--- src/rtl/pong_if.sv ---
// Game-engine I/O bundle: player controls and frame strobe in, game state out.
// The engine uses the slave view; whatever drives controls and consumes the
// state (VGA renderer, input front end, testbench) uses the master view.
interface pong_if #(
    parameter int W = 10
);
    logic         tick;
    logic         start;
    logic         l_up;
    logic         l_dn;
    logic         r_up;
    logic         r_dn;
    logic [W-1:0] ball_x;
    logic [W-1:0] ball_y;
    logic [W-1:0] l_pos;
    logic [W-1:0] r_pos;
    logic [3:0]   score_l;
    logic [3:0]   score_r;
    logic [1:0]   level;
    logic         game_over;

    modport master (
        output tick, start, l_up, l_dn, r_up, r_dn,
        input  ball_x, ball_y, l_pos, r_pos, score_l, score_r, level, game_over
    );

    modport slave (
        input  tick, start, l_up, l_dn, r_up, r_dn,
        output ball_x, ball_y, l_pos, r_pos, score_l, score_r, level, game_over
    );
endinterface

--- src/rtl/pong_engine.sv ---
// Two-player Pong engine. Owns ball, paddles, scores, speed level and match
// state; advances once per frame strobe (tick) on dclk. Speed levels are a
// per-tick step size rather than separate clocks. All outputs are registered.
module pong_engine #(
    parameter int W           = 10,
    parameter int X_MIN       = 204,
    parameter int X_MAX       = 729,
    parameter int Y_MIN       = 86,
    parameter int Y_MAX       = 456,
    parameter int PAD_LX      = 219,
    parameter int PAD_RX      = 714,
    parameter int PAD_H       = 100,
    parameter int PAD_STEP    = 2,
    parameter int WIN_SCORE   = 9,
    parameter int LEVEL_PTS   = 3,
    parameter int SERVE_TICKS = 60
) (
    input  logic  dclk,
    input  logic  clr,
    pong_if.slave bus
);

    // Two guard bits so coordinate +/- step never wraps before clamping.
    localparam int SW = W + 2;
    localparam int CW = $clog2(SERVE_TICKS + 1);

    localparam int XC       = (X_MIN + X_MAX) / 2;
    localparam int YC       = (Y_MIN + Y_MAX) / 2;
    localparam int PAD_INIT = YC - PAD_H / 2;
    localparam int PAD_MAXT = Y_MAX - PAD_H;

    localparam logic [W-1:0] XC_W       = W'(XC);
    localparam logic [W-1:0] YC_W       = W'(YC);
    localparam logic [W-1:0] PAD_INIT_W = W'(PAD_INIT);
    localparam logic [W-1:0] Y_MIN_W    = W'(Y_MIN);
    localparam logic [W-1:0] Y_MAX_W    = W'(Y_MAX);
    localparam logic [W-1:0] PAD_LX_W   = W'(PAD_LX);
    localparam logic [W-1:0] PAD_RX_W   = W'(PAD_RX);

    localparam logic signed [SW-1:0] ONE_S    = SW'(1);
    localparam logic signed [SW-1:0] XMIN_S   = SW'(X_MIN);
    localparam logic signed [SW-1:0] XMAX_S   = SW'(X_MAX);
    localparam logic signed [SW-1:0] YMIN_S   = SW'(Y_MIN);
    localparam logic signed [SW-1:0] YMAX_S   = SW'(Y_MAX);
    localparam logic signed [SW-1:0] PADLX_S  = SW'(PAD_LX);
    localparam logic signed [SW-1:0] PADRX_S  = SW'(PAD_RX);
    localparam logic signed [SW-1:0] PADH_S   = SW'(PAD_H);
    localparam logic signed [SW-1:0] STEP_S   = SW'(PAD_STEP);
    localparam logic signed [SW-1:0] PADMAX_S = SW'(PAD_MAXT);

    localparam logic [3:0]    WIN_W   = 4'(WIN_SCORE);
    localparam logic [CW-1:0] SRV_END = CW'(SERVE_TICKS - 1);

    typedef enum logic [2:0] {
        S_IDLE,
        S_SERVE,
        S_PLAY,
        S_POINT,
        S_OVER
    } state_t;

    state_t state, state_nxt;

    logic [W-1:0]  x_q, x_nxt;
    logic [W-1:0]  y_q, y_nxt;
    logic [W-1:0]  lp_q, lp_nxt;
    logic [W-1:0]  rp_q, rp_nxt;
    logic          dx_q, dx_nxt;   // 1 = moving right
    logic          dy_q, dy_nxt;   // 1 = moving down
    logic [3:0]    sl_q, sl_nxt;
    logic [3:0]    sr_q, sr_nxt;
    logic [1:0]    lvl_q, lvl_nxt;
    logic [CW-1:0] cnt_q, cnt_nxt;
    logic          over_q;

    logic signed [SW-1:0] xs, ys, lps, rps, spd, nx, ny;
    logic                 hit_l, hit_r;

    // Paddle step with clamping to the playfield; opposing buttons cancel.
    function automatic logic [W-1:0] pad_move(input logic [W-1:0] pos,
                                              input logic up, input logic dn);
        logic signed [SW-1:0] p;
        p = signed'(SW'(pos));
        if (up && !dn)
            p = p - STEP_S;
        else if (dn && !up)
            p = p + STEP_S;
        if (p < YMIN_S)
            p = YMIN_S;
        else if (p > PADMAX_S)
            p = PADMAX_S;
        return p[W-1:0];
    endfunction

    // Score increment saturating at the winning score.
    function automatic logic [3:0] sat_score(input logic [3:0] s);
        return (s >= WIN_W) ? WIN_W : s + 4'd1;
    endfunction

    // Speed level from total points, capped at 3.
    function automatic logic [1:0] calc_level(input logic [3:0] a, input logic [3:0] b);
        logic [4:0] tot;
        logic [4:0] q;
        tot = {1'b0, a} + {1'b0, b};
        q   = tot / 5'(LEVEL_PTS);
        return (q > 5'd3) ? 2'd3 : q[1:0];
    endfunction

    // Match state register.
    always_ff @(posedge dclk or posedge clr) begin
        if (clr)
            state <= S_IDLE;
        else
            state <= state_nxt;
    end

    // Next-state, ball kinematics, scoring and paddle motion.
    always_comb begin
        state_nxt = state;
        x_nxt     = x_q;
        y_nxt     = y_q;
        lp_nxt    = lp_q;
        rp_nxt    = rp_q;
        dx_nxt    = dx_q;
        dy_nxt    = dy_q;
        sl_nxt    = sl_q;
        sr_nxt    = sr_q;
        lvl_nxt   = lvl_q;
        cnt_nxt   = cnt_q;

        xs    = signed'(SW'(x_q));
        ys    = signed'(SW'(y_q));
        lps   = signed'(SW'(lp_q));
        rps   = signed'(SW'(rp_q));
        spd   = signed'(SW'(lvl_q)) + ONE_S;
        nx    = dx_q ? xs + spd : xs - spd;
        ny    = dy_q ? ys + spd : ys - spd;
        // Paddle coverage uses the ball's and paddles' pre-tick positions.
        hit_l = (ys >= lps) && (ys < lps + PADH_S);
        hit_r = (ys >= rps) && (ys < rps + PADH_S);

        case (state)
            S_IDLE: begin
                if (bus.start) begin
                    state_nxt = S_SERVE;
                    cnt_nxt   = '0;
                    lvl_nxt   = calc_level(sl_q, sr_q);
                end
            end
            S_SERVE: begin
                if (bus.tick) begin
                    if (cnt_q == SRV_END) begin
                        state_nxt = S_PLAY;
                        cnt_nxt   = '0;
                    end else begin
                        cnt_nxt = cnt_q + 1'b1;
                    end
                end
            end
            S_PLAY: begin
                if (bus.tick) begin
                    if (ny <= YMIN_S) begin
                        y_nxt  = Y_MIN_W;
                        dy_nxt = 1'b1;
                    end else if (ny >= YMAX_S) begin
                        y_nxt  = Y_MAX_W;
                        dy_nxt = 1'b0;
                    end else begin
                        y_nxt = ny[W-1:0];
                    end
                    // A miss leaves dx unchanged, so the next serve heads
                    // toward the player who just conceded.
                    if (!dx_q) begin
                        if (xs > PADLX_S && nx <= PADLX_S && hit_l) begin
                            x_nxt  = PAD_LX_W;
                            dx_nxt = 1'b1;
                        end else if (nx <= XMIN_S) begin
                            sr_nxt    = sat_score(sr_q);
                            state_nxt = S_POINT;
                            x_nxt     = XC_W;
                            y_nxt     = YC_W;
                        end else begin
                            x_nxt = nx[W-1:0];
                        end
                    end else begin
                        if (xs < PADRX_S && nx >= PADRX_S && hit_r) begin
                            x_nxt  = PAD_RX_W;
                            dx_nxt = 1'b0;
                        end else if (nx >= XMAX_S) begin
                            sl_nxt    = sat_score(sl_q);
                            state_nxt = S_POINT;
                            x_nxt     = XC_W;
                            y_nxt     = YC_W;
                        end else begin
                            x_nxt = nx[W-1:0];
                        end
                    end
                end
            end
            S_POINT: begin
                if (bus.tick) begin
                    if (sl_q == WIN_W || sr_q == WIN_W) begin
                        state_nxt = S_OVER;
                    end else begin
                        state_nxt = S_SERVE;
                        cnt_nxt   = '0;
                        lvl_nxt   = calc_level(sl_q, sr_q);
                    end
                end
            end
            S_OVER: begin
                if (bus.start) begin
                    state_nxt = S_IDLE;
                    sl_nxt    = '0;
                    sr_nxt    = '0;
                    lvl_nxt   = '0;
                    dx_nxt    = 1'b1;
                end
            end
            default: state_nxt = S_IDLE;
        endcase

        if (bus.tick && state != S_OVER) begin
            lp_nxt = pad_move(lp_q, bus.l_up, bus.l_dn);
            rp_nxt = pad_move(rp_q, bus.r_up, bus.r_dn);
        end
    end

    // Game datapath registers; a clear restores the whole power-on picture.
    always_ff @(posedge dclk or posedge clr) begin
        if (clr) begin
            x_q    <= XC_W;
            y_q    <= YC_W;
            lp_q   <= PAD_INIT_W;
            rp_q   <= PAD_INIT_W;
            dx_q   <= 1'b1;
            dy_q   <= 1'b1;
            sl_q   <= '0;
            sr_q   <= '0;
            lvl_q  <= '0;
            cnt_q  <= '0;
            over_q <= 1'b0;
        end else begin
            x_q    <= x_nxt;
            y_q    <= y_nxt;
            lp_q   <= lp_nxt;
            rp_q   <= rp_nxt;
            dx_q   <= dx_nxt;
            dy_q   <= dy_nxt;
            sl_q   <= sl_nxt;
            sr_q   <= sr_nxt;
            lvl_q  <= lvl_nxt;
            cnt_q  <= cnt_nxt;
            over_q <= (state_nxt == S_OVER);
        end
    end

    assign bus.ball_x    = x_q;
    assign bus.ball_y    = y_q;
    assign bus.l_pos     = lp_q;
    assign bus.r_pos     = rp_q;
    assign bus.score_l   = sl_q;
    assign bus.score_r   = sr_q;
    assign bus.level     = lvl_q;
    assign bus.game_over = over_q;

endmodule
--- src/flat_wrapper.sv ---
// flat-port wrapper written by rule: the top's interface ports become plain ports
module pong_engine_flat 
#(
    parameter int W           = 10,
    parameter int X_MIN       = 204,
    parameter int X_MAX       = 729,
    parameter int Y_MIN       = 86,
    parameter int Y_MAX       = 456,
    parameter int PAD_LX      = 219,
    parameter int PAD_RX      = 714,
    parameter int PAD_H       = 100,
    parameter int PAD_STEP    = 2,
    parameter int WIN_SCORE   = 9,
    parameter int LEVEL_PTS   = 3,
    parameter int SERVE_TICKS = 60
)
  (dclk, clr, bus_tick, bus_start, bus_l_up, bus_l_dn, bus_r_up, bus_r_dn, bus_ball_x, bus_ball_y, bus_l_pos, bus_r_pos, bus_score_l, bus_score_r, bus_level, bus_game_over);
  pong_if #(.W(W)) bus_i ();
  input  logic dclk;
  input  logic clr;
  input wire logic [$bits(bus_i.tick)-1:0] bus_tick;
  input wire logic [$bits(bus_i.start)-1:0] bus_start;
  input wire logic [$bits(bus_i.l_up)-1:0] bus_l_up;
  input wire logic [$bits(bus_i.l_dn)-1:0] bus_l_dn;
  input wire logic [$bits(bus_i.r_up)-1:0] bus_r_up;
  input wire logic [$bits(bus_i.r_dn)-1:0] bus_r_dn;
  output wire logic [$bits(bus_i.ball_x)-1:0] bus_ball_x;
  output wire logic [$bits(bus_i.ball_y)-1:0] bus_ball_y;
  output wire logic [$bits(bus_i.l_pos)-1:0] bus_l_pos;
  output wire logic [$bits(bus_i.r_pos)-1:0] bus_r_pos;
  output wire logic [$bits(bus_i.score_l)-1:0] bus_score_l;
  output wire logic [$bits(bus_i.score_r)-1:0] bus_score_r;
  output wire logic [$bits(bus_i.level)-1:0] bus_level;
  output wire logic [$bits(bus_i.game_over)-1:0] bus_game_over;
  assign bus_i.tick = bus_tick;
  assign bus_i.start = bus_start;
  assign bus_i.l_up = bus_l_up;
  assign bus_i.l_dn = bus_l_dn;
  assign bus_i.r_up = bus_r_up;
  assign bus_i.r_dn = bus_r_dn;
  assign bus_ball_x = bus_i.ball_x;
  assign bus_ball_y = bus_i.ball_y;
  assign bus_l_pos = bus_i.l_pos;
  assign bus_r_pos = bus_i.r_pos;
  assign bus_score_l = bus_i.score_l;
  assign bus_score_r = bus_i.score_r;
  assign bus_level = bus_i.level;
  assign bus_game_over = bus_i.game_over;
  pong_engine #(.W(W), .X_MIN(X_MIN), .X_MAX(X_MAX), .Y_MIN(Y_MIN), .Y_MAX(Y_MAX), .PAD_LX(PAD_LX), .PAD_RX(PAD_RX), .PAD_H(PAD_H), .PAD_STEP(PAD_STEP), .WIN_SCORE(WIN_SCORE), .LEVEL_PTS(LEVEL_PTS), .SERVE_TICKS(SERVE_TICKS)) u_core (.dclk(dclk), .clr(clr), .bus(bus_i));
endmodule
--- config.mk ---
export PLATFORM = sky130hd
export DESIGN_NAME = pong_engine_flat
export DESIGN_NICKNAME = d
export VERILOG_FILES = /design/src/rtl/pong_if.sv /design/src/rtl/pong_engine.sv /design/src/flat_wrapper.sv
export SDC_FILE = /design/constraint.sdc
export NUM_CORES = 1
export LEC_CHECK = 0
export CORE_ASPECT_RATIO = 0.8
export CORE_UTILIZATION = 40
export DETAILED_ROUTE_END_ITERATION = 7
export PLACE_DENSITY = 0.68
export SYNTH_ARGS = -nofsm -noshare
export SYNTH_HDL_FRONTEND = slang
export SYNTH_SLANG_ARGS = --single-unit
--- constraint.sdc ---
create_clock -name dclk -period 5.2 [get_ports dclk]
set_clock_uncertainty 0.05 [all_clocks]
set_input_delay 0.52 -clock dclk [delete_from_list [all_inputs] [get_ports dclk]]
set_output_delay 0.52 -clock dclk [all_outputs]
set_load 0.02 [all_outputs]
**Word level (Yosys, flattened, before mapping)**

Index checks and enable logic that the tools add are counted.

- Register bits: 62
- Bits of input ports: 8
- Word-level logic and storage cells: 166
- Output and inout port bits: 51

- Div/mod/pow operators: 1
- Add/subtract/negate cells: 15
- Reduce and logical (&&, ||, !) cells: 28
- Multiplexer cells: 70
- Eq/ne operators: 21
- $lt $le $gt $ge: 19

Operators by type and width:

| cell | count |
|---|---|
| two-way mux 10 bit | 16 |
| two-way mux 12 bit | 8 |
| two-way mux 4 bit | 11 |
| two-way mux 3 bit | 12 |
| two-way mux 6 bit | 5 |
| adder 11 x 12 -> 12 bit | 2 |
| greater-or-equal comparator 12 x 11 -> 1 bit, second input constant | 2 |
| > comparator 12 x 10 -> 1 bit, second input constant | 2 |
| less-or-equal comparator 12 x 9 -> 1 bit, second input constant | 2 |
| less-than comparator 11 x 12 -> 1 bit | 2 |
| less-than comparator 12 x 8 -> 1 bit, second input constant | 2 |
| subtractor 11 x 12 -> 12 bit | 2 |
| adder 10 x 2 -> 11 bit, second input constant | 2 |
| adder 10 x 7 -> 11 bit, second input constant | 2 |
| subtractor 10 x 2 -> 11 bit, second input constant | 2 |
| greater-or-equal comparator 10 bit | 2 |
| inequality test 2 bit, second input constant | 9 |
| one-hot mux 6 bit (3 select lines) | 1 |
| one-hot mux 4 bit (2 select lines) | 2 |
| one-hot mux 3 bit (5 select lines) | 1 |
| greater-or-equal comparator 12 x 10 -> 1 bit, second input constant | 1 |
| less-or-equal comparator 12 x 8 -> 1 bit, second input constant | 1 |
| AND reduction 6 bit | 2 |
| logical AND 1 bit | 11 |
| other kinds (28) | 52 |

**Logic depth before layout (Yosys ltp)**

Gate-level depths: netlist (run 1).

- Word-level depth: 11
- Mapped depth: 16
- Depth with buffers taken out: 15

**Worst setup path before layout (run 1)**

OpenSTA, ideal clock, no wires.

- Path kind: register to register
- Start point: reg u_core.lp_q[4], in the netlist u_core.bus.l_pos[4]
- End point: reg u_core.x_q[2], in the netlist u_core.bus.ball_x[2]
- Buffers on the path: 1
- Data arrival time: 3493 ps
- Clock period less this slack: 3664 ps
- Data required time: 5029 ps
- Setup slack: 1536 ps
- Library setup time: 121 ps
- Cell stages (with the launch flop): 15
- Path through: dfstp_2 buf_1 nand3_1 and3_1 nor3_1 xnor2_1 ha_1 a21oi_1 o21ai_0 o311ai_0 a21oi_1 a211oi_2 o22ai_1 and2_1 a22o_1

- Longest elaborated chain between the ends: 6
- Elaborated cells between the ends (all ways): 7
- Those cells by class: add/sub: 1; order compare: 2; mux: 2; reduce/logical: 2

Ends and longest elaborated chain:

| element | RTL line | text |
|---|---|---|
| start, declared | pong_engine.sv:66 | `logic [W-1:0] lp_q, lp_nxt;` |
| start signal, assigned | pong_engine.sv:246 | `lp_q <= lp_nxt;` |
| adder 10 x 7 -> 11 bit | pong_engine.sv:139 | `hit_l = (ys >= lps) && (ys < lps + PADH_S);` |
| less-than comparator 11 x 12 -> 1 bit | pong_engine.sv:139 |  |
| logical AND 1 bit (*) | pong_engine.sv:139 |  |
| logical AND 1 bit (*) | pong_engine.sv:174 | `if (xs > PADLX_S && nx <= PADLX_S && hit_l) begin` |
| two-way mux 10 bit (*) | pong_engine.sv:174 |  |
| two-way mux 10 bit (*) | pong_engine.sv:173 | `if (!dx_q) begin` |
| end signal, assigned | pong_engine.sv:244 | `x_q <= x_nxt;` |
| end, declared | pong_engine.sv:64 | `logic [W-1:0] x_q, x_nxt;` |

Mark *: on every way between the ends. The rest lies on a longest branch, timed or not.
A chain may end at the register's enable or synchronous reset.

**Final worst setup path (run 1)**

- Start point: reg u_core.lvl_q[0], in the netlist u_core.bus.level[0]
- End point: reg u_core.sr_q[2], in the netlist u_core.bus.score_r[2]

- Longest elaborated chain between the ends: 8
- Elaborated cells between the ends (all ways): 11
- Those cells by class: add/sub: 3; order compare: 2; eq/ne: 2; mux: 1; reduce/logical: 3

Ends and longest elaborated chain:

| element | RTL line | text |
|---|---|---|
| start, declared | pong_engine.sv:72 | `logic [1:0] lvl_q, lvl_nxt;` |
| start signal, assigned | pong_engine.sv:252 | `lvl_q <= lvl_nxt;` |
| adder 2 x 1 -> 3 bit (*) | pong_engine.sv:135 | `spd = signed'(SW'(lvl_q)) + ONE_S;` |
| subtractor 11 x 12 -> 12 bit / adder 11 x 12 -> 12 bit (equally long branches) | pong_engine.sv:136 | `nx = dx_q ? xs + spd : xs - spd;` |
| two-way mux 12 bit (*) | pong_engine.sv:136 |  |
| less-or-equal comparator 12 x 9 -> 1 bit | pong_engine.sv:174 |  |
| logical AND 1 bit (2 in series) | pong_engine.sv:174 |  |
| inequality test 2 bit (no source line) | n/a |  |
| AND reduction 6 bit (no source line) (*) | n/a |  |
| end signal, assigned | pong_engine.sv:251 | `sr_q <= sr_nxt;` |
| end, declared | pong_engine.sv:71 | `logic [3:0] sr_q, sr_nxt;` |

Marks and branches as above.

==> run_results.csv, run 1 <==
group,metric,value,unit
drt,dr.first_iter.drc_count,546,
synthesis,synthCells,821,
synthesis,synthTopCellsByArea,"dfrtp_1 (14%), ha_1 (14%), dfstp_2 (9.6%), a21oi_1 (5.2%), xnor2_1 (4.7%)",
global_routing,antenna_found_initial,0,
global_routing,grt_pass1_wl,29600,um
clocking,clk_latency,0.34,ns
synthesis,synth_adder_area_share,15.2,%
sta,worst_pin_slew,0.819,ns
critical_path,cp_cell_sequence,"ha_1 -> inv_1 -> fa_1 -> a211oi_1 -> nand2b_1 -> and3_1 -> or2_2 -> a311oi_1 -> o31ai_1 -> o31ai_2 -> a21oi_1 -> a41o_1",
clocking,clk_pin_slew,0.06,ns
global_routing,overflow,0,
job,maxCapViolCount,0,
drt,num_vias,6291,
sta,fmax,241,MHz
worst_hold_path,hp-class,"input port to async pin",
power,finalPower,2.92,mW
synthesis,netlist_area,0.00659,sq mm
drt,postRouteWirelength,17900,um
synthesis,synth_top_family_by_area,"compound AO/OA/AOI/OAI gates",
power,combinationalPowerShare,56.6,%
sta,hold_viol_final,0,
run_status,status,"finished clean",
final_layout,syn2layout_area_growth,15.5,%
clocking,holdBufCountCts,0,
final_layout,drive_gt1_share,8.51,%
sta,min_period,4.15,ns
sta,slew_headroom,45.3,%
synthesis,ys_ff_latch,62,
clocking,cts.sinks,62,
drt,avgRoutedWirePerCell,16.5,um
clocking,cts_setup_buffers,0,
place,dp_hpwl,13400,um
global_routing,grt_max_degree,52,
critical_path,crit_arrival,4.33,ns
drt,first_pass_iters,5,
clocking,cts_resized,0,
floorplan,rows,41,
synthesis,synth-main-ff-cell,"dfrtp_1",
global_routing,grt_pass1_vias,5721,
clocking,cts_buffer_depth,2,
critical_path,critPathLaunchType,"flip-flop",
sta,setup_viol,0,
floorplan,initial_utilization,41.3,%
synthesis,yosys.area_share.xor_xnor,5.18,%
power,total_leakage_power,3.25,nW
power,power_frac_clock,19.2,%
clocking,cts_htree_levels,3,
drt,postRouteAntennaNets,0,
synthesis,async_flop_share,100,%
synthesis,yosys_warnings,0,
final_layout,diodes,0,
floorplan,die_y,117,um
synthesis,synth_top_area_share,14.4,%
synthesis,yosysUniqueCellTypes,78,
synthesis,synth_edf_count,0,
synthesis,syn_nets,906,
sta,fin_setup_tns,0,ns
synthesis,synth.most_common_cell,"nand2_1",
place,post-place-ws,1.10,ns
critical_path,slowest_delay,0.49,ns
synthesis,ys_seq_area_share,24.0,%
synthesis,muxShareOfSynthArea,1.54,%
sta,setup_ws,1.05,ns
critical_path,cp.required,5.38,ns
floorplan,chipWidth,146,um
synthesis,synth_simple_gate_area_share,22.1,%
final_layout,fillers,1538,
power,seqPwrFrac,24.2,%
clocking,cts_buffers,9,
clocking,tritoncts,"yes",
place,portBuffers,58,
drt,drc_errors,0,
clocking,root_buffer,"clkbuf_16",
floorplan,top_level_ports,59,
synthesis,synth_compound_area_share,27.3,%
sta,min_period_over_period,79.9,%
final_layout,fin_nets,950,
critical_path,critPathSlowestCell,"o31ai_2",
synthesis,yosysTopAreaCell,"dfrtp_1",
synthesis,synth.avg_cell_area,8.03,sq um
power,ir_drop,0.182,mV
critical_path,worst-setup-path-type,"flip-flop to flip-flop",
synthesis,synth_commonest_cells,"nand2_1 (74), ha_1 (72), a21oi_1 (68)",
sta,rsz0062_at_grt,"no",
power,sw_frac_of_total,45.7,%
drt,viasPerCell,5.80,
power,internal_power,1.58,mW
critical_path,crit_fanout,6,
global_routing,grt.total_usage,21.7,%
floorplan,core_area,0.0160,sq mm
place,finalWeightedCongestion,0.900,
floorplan,dieArea,0.0170,sq mm
critical_path,crit_path_end_kind,"flip-flop",
power,p_per_area,383,mW/mm^2
sta,slew_viol_final,0,
power,power.net_switching,1.34,mW
[path summary, 6_finish.rpt]
path	from	depth (start not counted)	slack (ns)	endpoint
max	u_core.bus.level[0]	12	1.05	u_core.bus.score_r[2]
min	clr	2	0.38	u_core.cnt_q[3]
max reg2reg	u_core.bus.level[0]	12	1.05	u_core.bus.score_r[2]
min reg2reg	u_core.bus.l_pos[3]	2	0.47	u_core.bus.l_pos[3]
max in group asynchronous	clr	3	3.75	u_core.bus.l_pos[9]
min in group dclk	u_core.bus.l_pos[3]	2	0.47	u_core.bus.l_pos[3]
[power groups by stage]
stage / Clock (mW) / Sequential (mW) / Combinational (mW)
5_1_grt: 0.593 / 0.720 / 1.84
4_1_cts: 0.572 / 0.702 / 1.63
6_report: 0.561 / 0.706 / 1.65
3_3_place_gp: 0 / 0.705 / 1.62
3_5_place_dp: 0 / 0.709 / 1.62
2_1_floorplan: 0 / 0.711 / 1.21
[flip-flops by register name, summed over array words and instances, names as in the netlist]
| register | flops |
|---|---|
| u_core.bus.r_pos | 10 |
| u_core.bus.score_l | 4 |
| u_core.bus.ball_x | 10 |
| u_core.cnt_q | 6 |
| u_core.bus.level | 2 |
| u_core.bus.l_pos | 10 |
| u_core.dx_q | 1 |
| u_core.dy_q | 1 |
| u_core.state | 3 |
| u_core.bus.score_r | 4 |
| u_core.bus.ball_y | 10 |
| u_core.bus.game_over | 1 |
[cell families (layout without fill, tap and decap cells)]
kind of cell / Yosys count / after routing
AO/OA/AOI/OAI: 267 / 267
XOR/XNOR: 39 / 39
adder cells (fa/ha/maj): 77 / 77
buffers and inverters: 76 / 125
flip-flops: 62 / 62
multiplexers: 10 / 10
AND/OR/NAND/NOR: 290 / 290
[metrics by stage]
stage          hold WS [ns]  cell area, sq um  std cells  util, %
2_1_floorplan         0.431              6590        821        -
3_3_place_gp          0.457              7350       1069     46.1
3_5_place_dp          0.462              7350       1069     46.1
4_1_cts               0.379              7610       1085     47.7
5_1_grt               0.412              7610       1085     47.7
6_report              0.381              7610       1085     47.7
[worst max-delay path, delay by kind of cell, from the launching register on]
kind / cells / cell delay, ns
flip-flops: 1 / 0.43
adder cells (fa/ha/maj): 2 / 0.86
AO/OA/AOI/OAI: 6 / 1.88
buffers and inverters: 1 / 0.15
AND/OR/NAND/NOR: 3 / 0.67
[metal layers]
| metal | global-route usage [%] | part of all wire, % | wire (um) |
|---|---|---|---|
| met5 | 0 | 0 | 0 |
| met4 | 6.46 | 1.6 | 279 |
| met3 | 3.53 | 6.1 | 1100 |
| met2 | 32.2 | 41 | 7350 |
| met1 | 32.2 | 51 | 9220 |
[layout make-up]
cell class              instances  area (sq um)  area share (%)
clock buffers                  10           229            3.01
clock inverters                 6          38.8           0.509
inverters                      47           176            2.32
multi-input cells             683          4710            61.8
flip-flops and latches         62          1580            20.8
well taps                     215           269            3.53
repair buffers                 62           611            8.02
[cell usage in the layout (no fill, tap or decap), types with 13 or more instances in the layout]
cell type and n:
inv_1 44, dfstp_2 24, ha_1 72, a21oi_1 68, nand3_1 26, nand2b_1 14
o21ai_0 50, xnor2_1 35, nor3_1 20, a21o_1 16, dfrtp_1 38, and2_1 13
clkdlybuf4s50_1 58, a31oi_1 16, nand2_1 74, nor2_1 57, nor2b_1 16
Power figures use the tool's default switching activity.
==> run 2: changes to the inputs <==
--- a/config.mk
+++ b/config.mk
@@ -8,7 +8,7 @@
 export CORE_ASPECT_RATIO = 0.8
 export CORE_UTILIZATION = 40
 export DETAILED_ROUTE_END_ITERATION = 7
-export PLACE_DENSITY = 0.68
+export PLACE_DENSITY = 0.7
 export SYNTH_ARGS = -nofsm -noshare
 export SYNTH_HDL_FRONTEND = slang
 export SYNTH_SLANG_ARGS = --single-unit
==> constraint.sdc (replaced) <==
create_clock -name dclk -period 3.45 [get_ports dclk]
set_clock_uncertainty 0.05 [all_clocks]
set_input_delay 0.345 -clock dclk [delete_from_list [all_inputs] [get_ports dclk]]
set_output_delay 0.345 -clock dclk [all_outputs]
set_load 0.02 [all_outputs]
==> run 2 against run 1 <==
Net effect: die area did not move; maximum frequency rose by 23%; sequential power up 39%; first-iteration DRC count decreased by 6.4%; flip-flop and latch count stayed put; cell count up 8.8%; combinational power increased by 110%; critical path depth unchanged; setup slack worse by 0.98 ns; sequential share of layout area decreased by 2.8 points; critical path type unchanged; power up 84%; clock-buffer cell count fell by 1.
==> run_results.csv, run 2 (synthesis gave the netlist of run 1 again) <==
group,metric,value,unit
run_status,status,"finished clean",
final_layout,diodes,0,
clocking,root_buffer,"clkbuf_16",
critical_path,r2r_slack,0.07,ns
floorplan,top_level_ports,59,
global_routing,grt.total_usage,23.6,%
worst_hold_path,hp-class,"input port to async pin",
final_layout,final_core_util,55.3,%
clocking,cts_buffers,9,
power,ir_drop,0.356,mV
place,finalWeightedCongestion,0.900,
critical_path,crit_fanout,5,
critical_path,timing.rr.start,"u_core.bus.level[0]",
drt,postRouteAntennaNets,0,
final_layout,final_common_cell,"buf_4",
floorplan,rows,41,
sta,fmax,296,MHz
sta,setup_ws,0.0689,ns
drt,viasPerCell,5.84,
critical_path,worst-setup-path-type,"flip-flop to flip-flop",
place,dp_hpwl,14900,um
clocking,cts_htree_levels,3,
global_routing,antenna_found_initial,0,
power,p_per_area,608,mW/mm^2
global_routing,grt_pass1_vias,6306,
final_layout,layout_common_cells,"buf_4 (94), nand2_1 (69), ha_1 (64)",
drt,postRouteWirelength,20200,um
sta,hold_viol_final,0,
final_layout,fin_nets,1045,
critical_path,crit_arrival,3.56,ns
drt,avgRoutedWirePerCell,17.1,um
critical_path,r2r_cells,12,
final_layout,drive_gt1_share,25.1,%
critical_path,critPathLaunchType,"flip-flop",
critical_path,timing.rr.end,"u_core.bus.ball_y[4]",
clocking,cts_buffer_depth,2,
job,maxCapViolCount,0,
power,finalPower,5.36,mW
floorplan,dieArea,0.0170,sq mm
sta,slew_headroom,60.5,%
critical_path,crit_path_end_kind,"flip-flop",
power,total_leakage_power,3.79,nW
global_routing,grt_max_degree,39,
sta,min_period_over_period,98.0,%
final_layout,final_area,0.00883,sq mm
floorplan,core_area,0.0160,sq mm
global_routing,overflow,0,
floorplan,die_y,117,um
clocking,tritoncts,"yes",
floorplan,initial_utilization,41.3,%
place,post-place-ws,-0.0161,ns
sta,min_period,3.38,ns
sta,setup_viol,0,
drt,num_vias,6889,
drt,dr.first_iter.drc_count,511,
sta,slew_viol_final,0,
place,portBuffers,58,
sta,fin_setup_tns,0,ns
place,placed_area,0.00804,sq mm
global_routing,grt_pass1_wl,32000,um
clocking,cts.sinks,62,
drt,first_pass_iters,5,
clocking,holdBufCountCts,0,
final_layout,syn2layout_area_growth,33.9,%
sta,worst_pin_slew,0.592,ns
clocking,clk_latency,0.34,ns
floorplan,chipWidth,146,um
drt,drc_errors,0,
critical_path,cp.required,3.63,ns
clocking,clk_pin_slew,0.06,ns
-- run 2: through the flow --
stage | hold WS (ns) | std cells
after floorplan | 0.389 | 821
after global placement | 0.452 | 1154
after detailed placement | 0.449 | 1154
after CTS | 0.351 | 1170
after global routing | 0.388 | 1180
final | 0.338 | 1180
-- run 2: worst max-delay path by stage --
stage / from / endpoint / slack, ns / depth (start not counted)
2_1_floorplan: u_core.bus.level[1] / u_core.bus.score_r[2] / 0.005 / 12
3_3_place_gp: u_core.bus.level[0] / u_core.bus.score_l[0] / -0.01 / 13
3_5_place_dp: u_core.bus.level[0] / u_core.bus.ball_y[4] / -0.02 / 13
4_1_cts: u_core.bus.level[0] / u_core.bus.ball_x[5] / -0.004 / 13
5_1_grt: u_core.bus.level[0] / u_core.bus.ball_y[1] / -0.04 / 12
6_report: u_core.bus.level[0] / u_core.bus.ball_y[4] / 0.07 / 12
-- run 2: what timing repair did --
item                                    CTS  global route
gates resized for setup                   6            96
cloned                                    0             1
endpoints found under the setup margin   11            29
pin swaps                                 3            31
buffers inserted                          0            11
-- run 2: per-layer routing --
metal / up-vias / routed length (um) / GRT usage, %
met5: - / 0 / 0
met4: 0 / 275 / 6.39
met3: 22 / 1360 / 5.50
met2: 226 / 8850 / 35.9
met1: 3309 / 9700 / 33.5
li1: 3332 / - / -
-- run 2: power by group --
group	switching [mW]	total [mW]	internal (mW)
Combinational	1.88	3.46	1.59
Clock	0.356	0.916	0.561
Sequential	0.124	0.984	0.861
-- run 2: area by class of cell --
cell class,instances,area [sq um]
sequential,62,1590
fill,1445,7130
tap,215,269
clock inverter,7,73.8
timing repair buffer,156,1340
inverter,47,181
clock buffer,9,225
multi-input combinational,684,5150
-- run 2: critical path: stages (launching register included) --
cell and delay, ns:
dfrtp_2 0.44, ha_4 0.26, fa_1 0.44, nor2b_2 0.20
o211ai_1 0.27, a21oi_1 0.14, or2_4 0.30, a311oi_4 0.36
o31ai_4 0.13, buf_6 0.15, o2bb2a_4 0.22, buf_4 0.14
a22o_1 0.17
==> run 3: changes to the inputs <==
--- a/config.mk
+++ b/config.mk
@@ -5,7 +5,6 @@
 export SDC_FILE = /design/constraint.sdc
 export NUM_CORES = 1
 export LEC_CHECK = 0
-export CORE_ASPECT_RATIO = 0.8
 export CORE_UTILIZATION = 40
 export DETAILED_ROUTE_END_ITERATION = 7
 export PLACE_DENSITY = 0.7
==> run 3 against run 2 <==
Net effect: sequential share of layout area increased by 0.46 points; flip-flop and latch count unchanged; maximum frequency increased by 0.31%; critical path type unchanged.
==> run_results.csv, run 3 (synthesis gave the netlist of run 1 again) <==
group,metric,value,unit
clocking,cts_buffer_depth,2,
clocking,cts_htree_levels,3,
critical_path,timing.rr.start,"u_core.bus.level[0]",
clocking,clk_pin_slew,0.06,ns
critical_path,r2r_slack,0.08,ns
floorplan,top_level_ports,59,
floorplan,die_y,130,um
critical_path,critPathTopFamily,"compound AO/OA/AOI/OAI gates",
final_layout,drive_gt1_share,21.7,%
worst_hold_path,worstHoldEndpoint,"u_core.bus.r_pos[0]",
place,finalWeightedCongestion,0.884,
critical_path,worst-setup-path-type,"flip-flop to flip-flop",
clocking,cts.sinks,62,
critical_path,slowest_delay,0.43,ns
global_routing,grt_pass1_wl,30100,um
place,placed_area,0.00791,sq mm
critical_path,cp.required,3.68,ns
floorplan,dieArea,0.0170,sq mm
place,portBuffers,58,
sta,worst_pin_slew,0.846,ns
clocking,cts_buffers,9,
final_layout,finalNonFillerCells,1166,
critical_path,crit_path_end_kind,"flip-flop",
worst_hold_path,worstHoldStart,"u_core.bus.r_pos[0]",
drt,first_pass_iters,5,
final_layout,syn2layout_area_growth,30.2,%
final_layout,final_area,0.00858,sq mm
floorplan,core_area,0.0160,sq mm
drt,postRouteAntennaNets,0,
power,p_per_area,591,mW/mm^2
final_layout,fillers,1503,
critical_path,crit_arrival,3.60,ns
floorplan,chipWidth,130,um
final_layout,fin_nets,1030,
worst_hold_path,hp-class,"flip-flop to flip-flop",
drt,drc_errors,0,
sta,min_period_over_period,97.7,%
job,maxCapViolCount,0,
run_status,status,"finished clean",
critical_path,r2r_cells,13,
global_routing,antenna_found_initial,0,
global_routing,grt.total_usage,22.5,%
sta,hold_viol_final,0,
global_routing,grt_max_degree,63,
sta,setup_viol,0,
place,post-place-ws,-0.0475,ns
drt,postRouteWirelength,19300,um
final_layout,layout_common_cells,"buf_4 (81), nand2_1 (72), ha_1 (68)",
drt,avgRoutedWirePerCell,16.5,um
critical_path,crit_fanout,6,
drt,num_vias,6755,
sta,fmax,297,MHz
drt,dr.first_iter.drc_count,455,
sta,min_period,3.37,ns
worst_hold_path,holdPathStages,2,
global_routing,overflow,0,
critical_path,cp.buffers_inverters,2,
critical_path,crit_path_start,"u_core.bus.level[0]",
power,total_leakage_power,3.70,nW
place,dp_hpwl,14000,um
power,finalPower,5.08,mW
drt,viasPerCell,5.79,
critical_path,critPathLaunchType,"flip-flop",
critical_path,cp_cell_sequence,"ha_4 -> inv_2 -> fa_2 -> a211oi_2 -> nand2b_1 -> and3_1 -> or2_4 -> a31o_2 -> a211oi_4 -> buf_4 -> o2bb2a_4 -> o21ai_2 -> a22o_1",
critical_path,critPathSlowestCell,"dfrtp_2",
clocking,tritoncts,"yes",
critical_path,timing.rr.end,"u_core.bus.ball_x[8]",
floorplan,initial_utilization,41.2,%
global_routing,grt_pass1_vias,6163,
final_layout,final_common_cell,"buf_4",
clocking,clk_latency,0.35,ns
sta,slew_viol_final,0,
clocking,root_buffer,"clkbuf_16",
sta,slew_headroom,43.6,%
power,ir_drop,0.406,mV
floorplan,rows,46,
place,dp_cells,1139,
final_layout,diodes,0,
sta,setup_ws,0.0793,ns
-- run 3: metal layers --
metal | up-vias | global-route usage [%] | share of wire (%)
met5 | - | 0 | 0
met4 | 0 | 8.45 | 2.5
met3 | 41 | 3.94 | 4.8
met2 | 196 | 36.5 | 47
met1 | 3200 | 29.9 | 45
li1 | 3318 | - | -
-- run 3: worst reg2reg max path, delay by kind of cell (launching register included) --
kind                       cells  cell delay [ns]
DFF                            1             0.43
and+or+nand+nor                3             0.60
AOI/OAI and AO/OA              6             1.34
buffers and inverters          2             0.24
adders and majority gates      2             0.65
-- run 3: area by class of cell --
type                       instances  area (sq um)  area share [%]
sequential                        62          1580            18.4
clock buffer                      15           268            3.12
multi-input combinational        684          5070            59.1
clock inverter                     1          5.00          0.0583
timing repair buffer             141          1210            14.1
tap                              216           270            3.15
inverter                          47           176            2.06
-- run 3: power by group --
part	switching, mW	internal (mW)
combinational	1.75	1.49
clock	0.330	0.525
sequential	0.120	0.861
total	2.20	2.87
-- run 3: metrics by stage --
stage | hold WS (ns) | utilization (%) | setup TNS (ns)
after floorplan | 0.389 | - | 0
final | 0.456 | 53.6 | 0
after CTS | 0.461 | 51.2 | -0.262
after global routing | 0.474 | 53.6 | -0.0361
after global placement | 0.451 | 49.4 | -0.0148
after detailed placement | 0.448 | 49.4 | -0.166
-- run 3: how the worst max path moves through the flow --
stage	end	cells past startpoint
CTS	u_core.bus.score_r[2]	13
global placement	u_core.bus.score_r[2]	12
floorplan	u_core.bus.score_r[2]	12
detailed placement	u_core.bus.level[0]	14
finish	u_core.bus.ball_x[8]	13
global route	u_core.bus.ball_y[6]	14
-- run 3: repair_timing --
| item | 4_1_cts | 5_1_grt |
|---|---|---|
| cloned | 0 | 1 |
| setup endpoints to repair | 9 | 29 |
| hold buffers | 0 | 0 |
| resized for setup | 2 | 72 |
| buffers inserted | 0 | 10 |
| pin swaps | 0 | 24 |
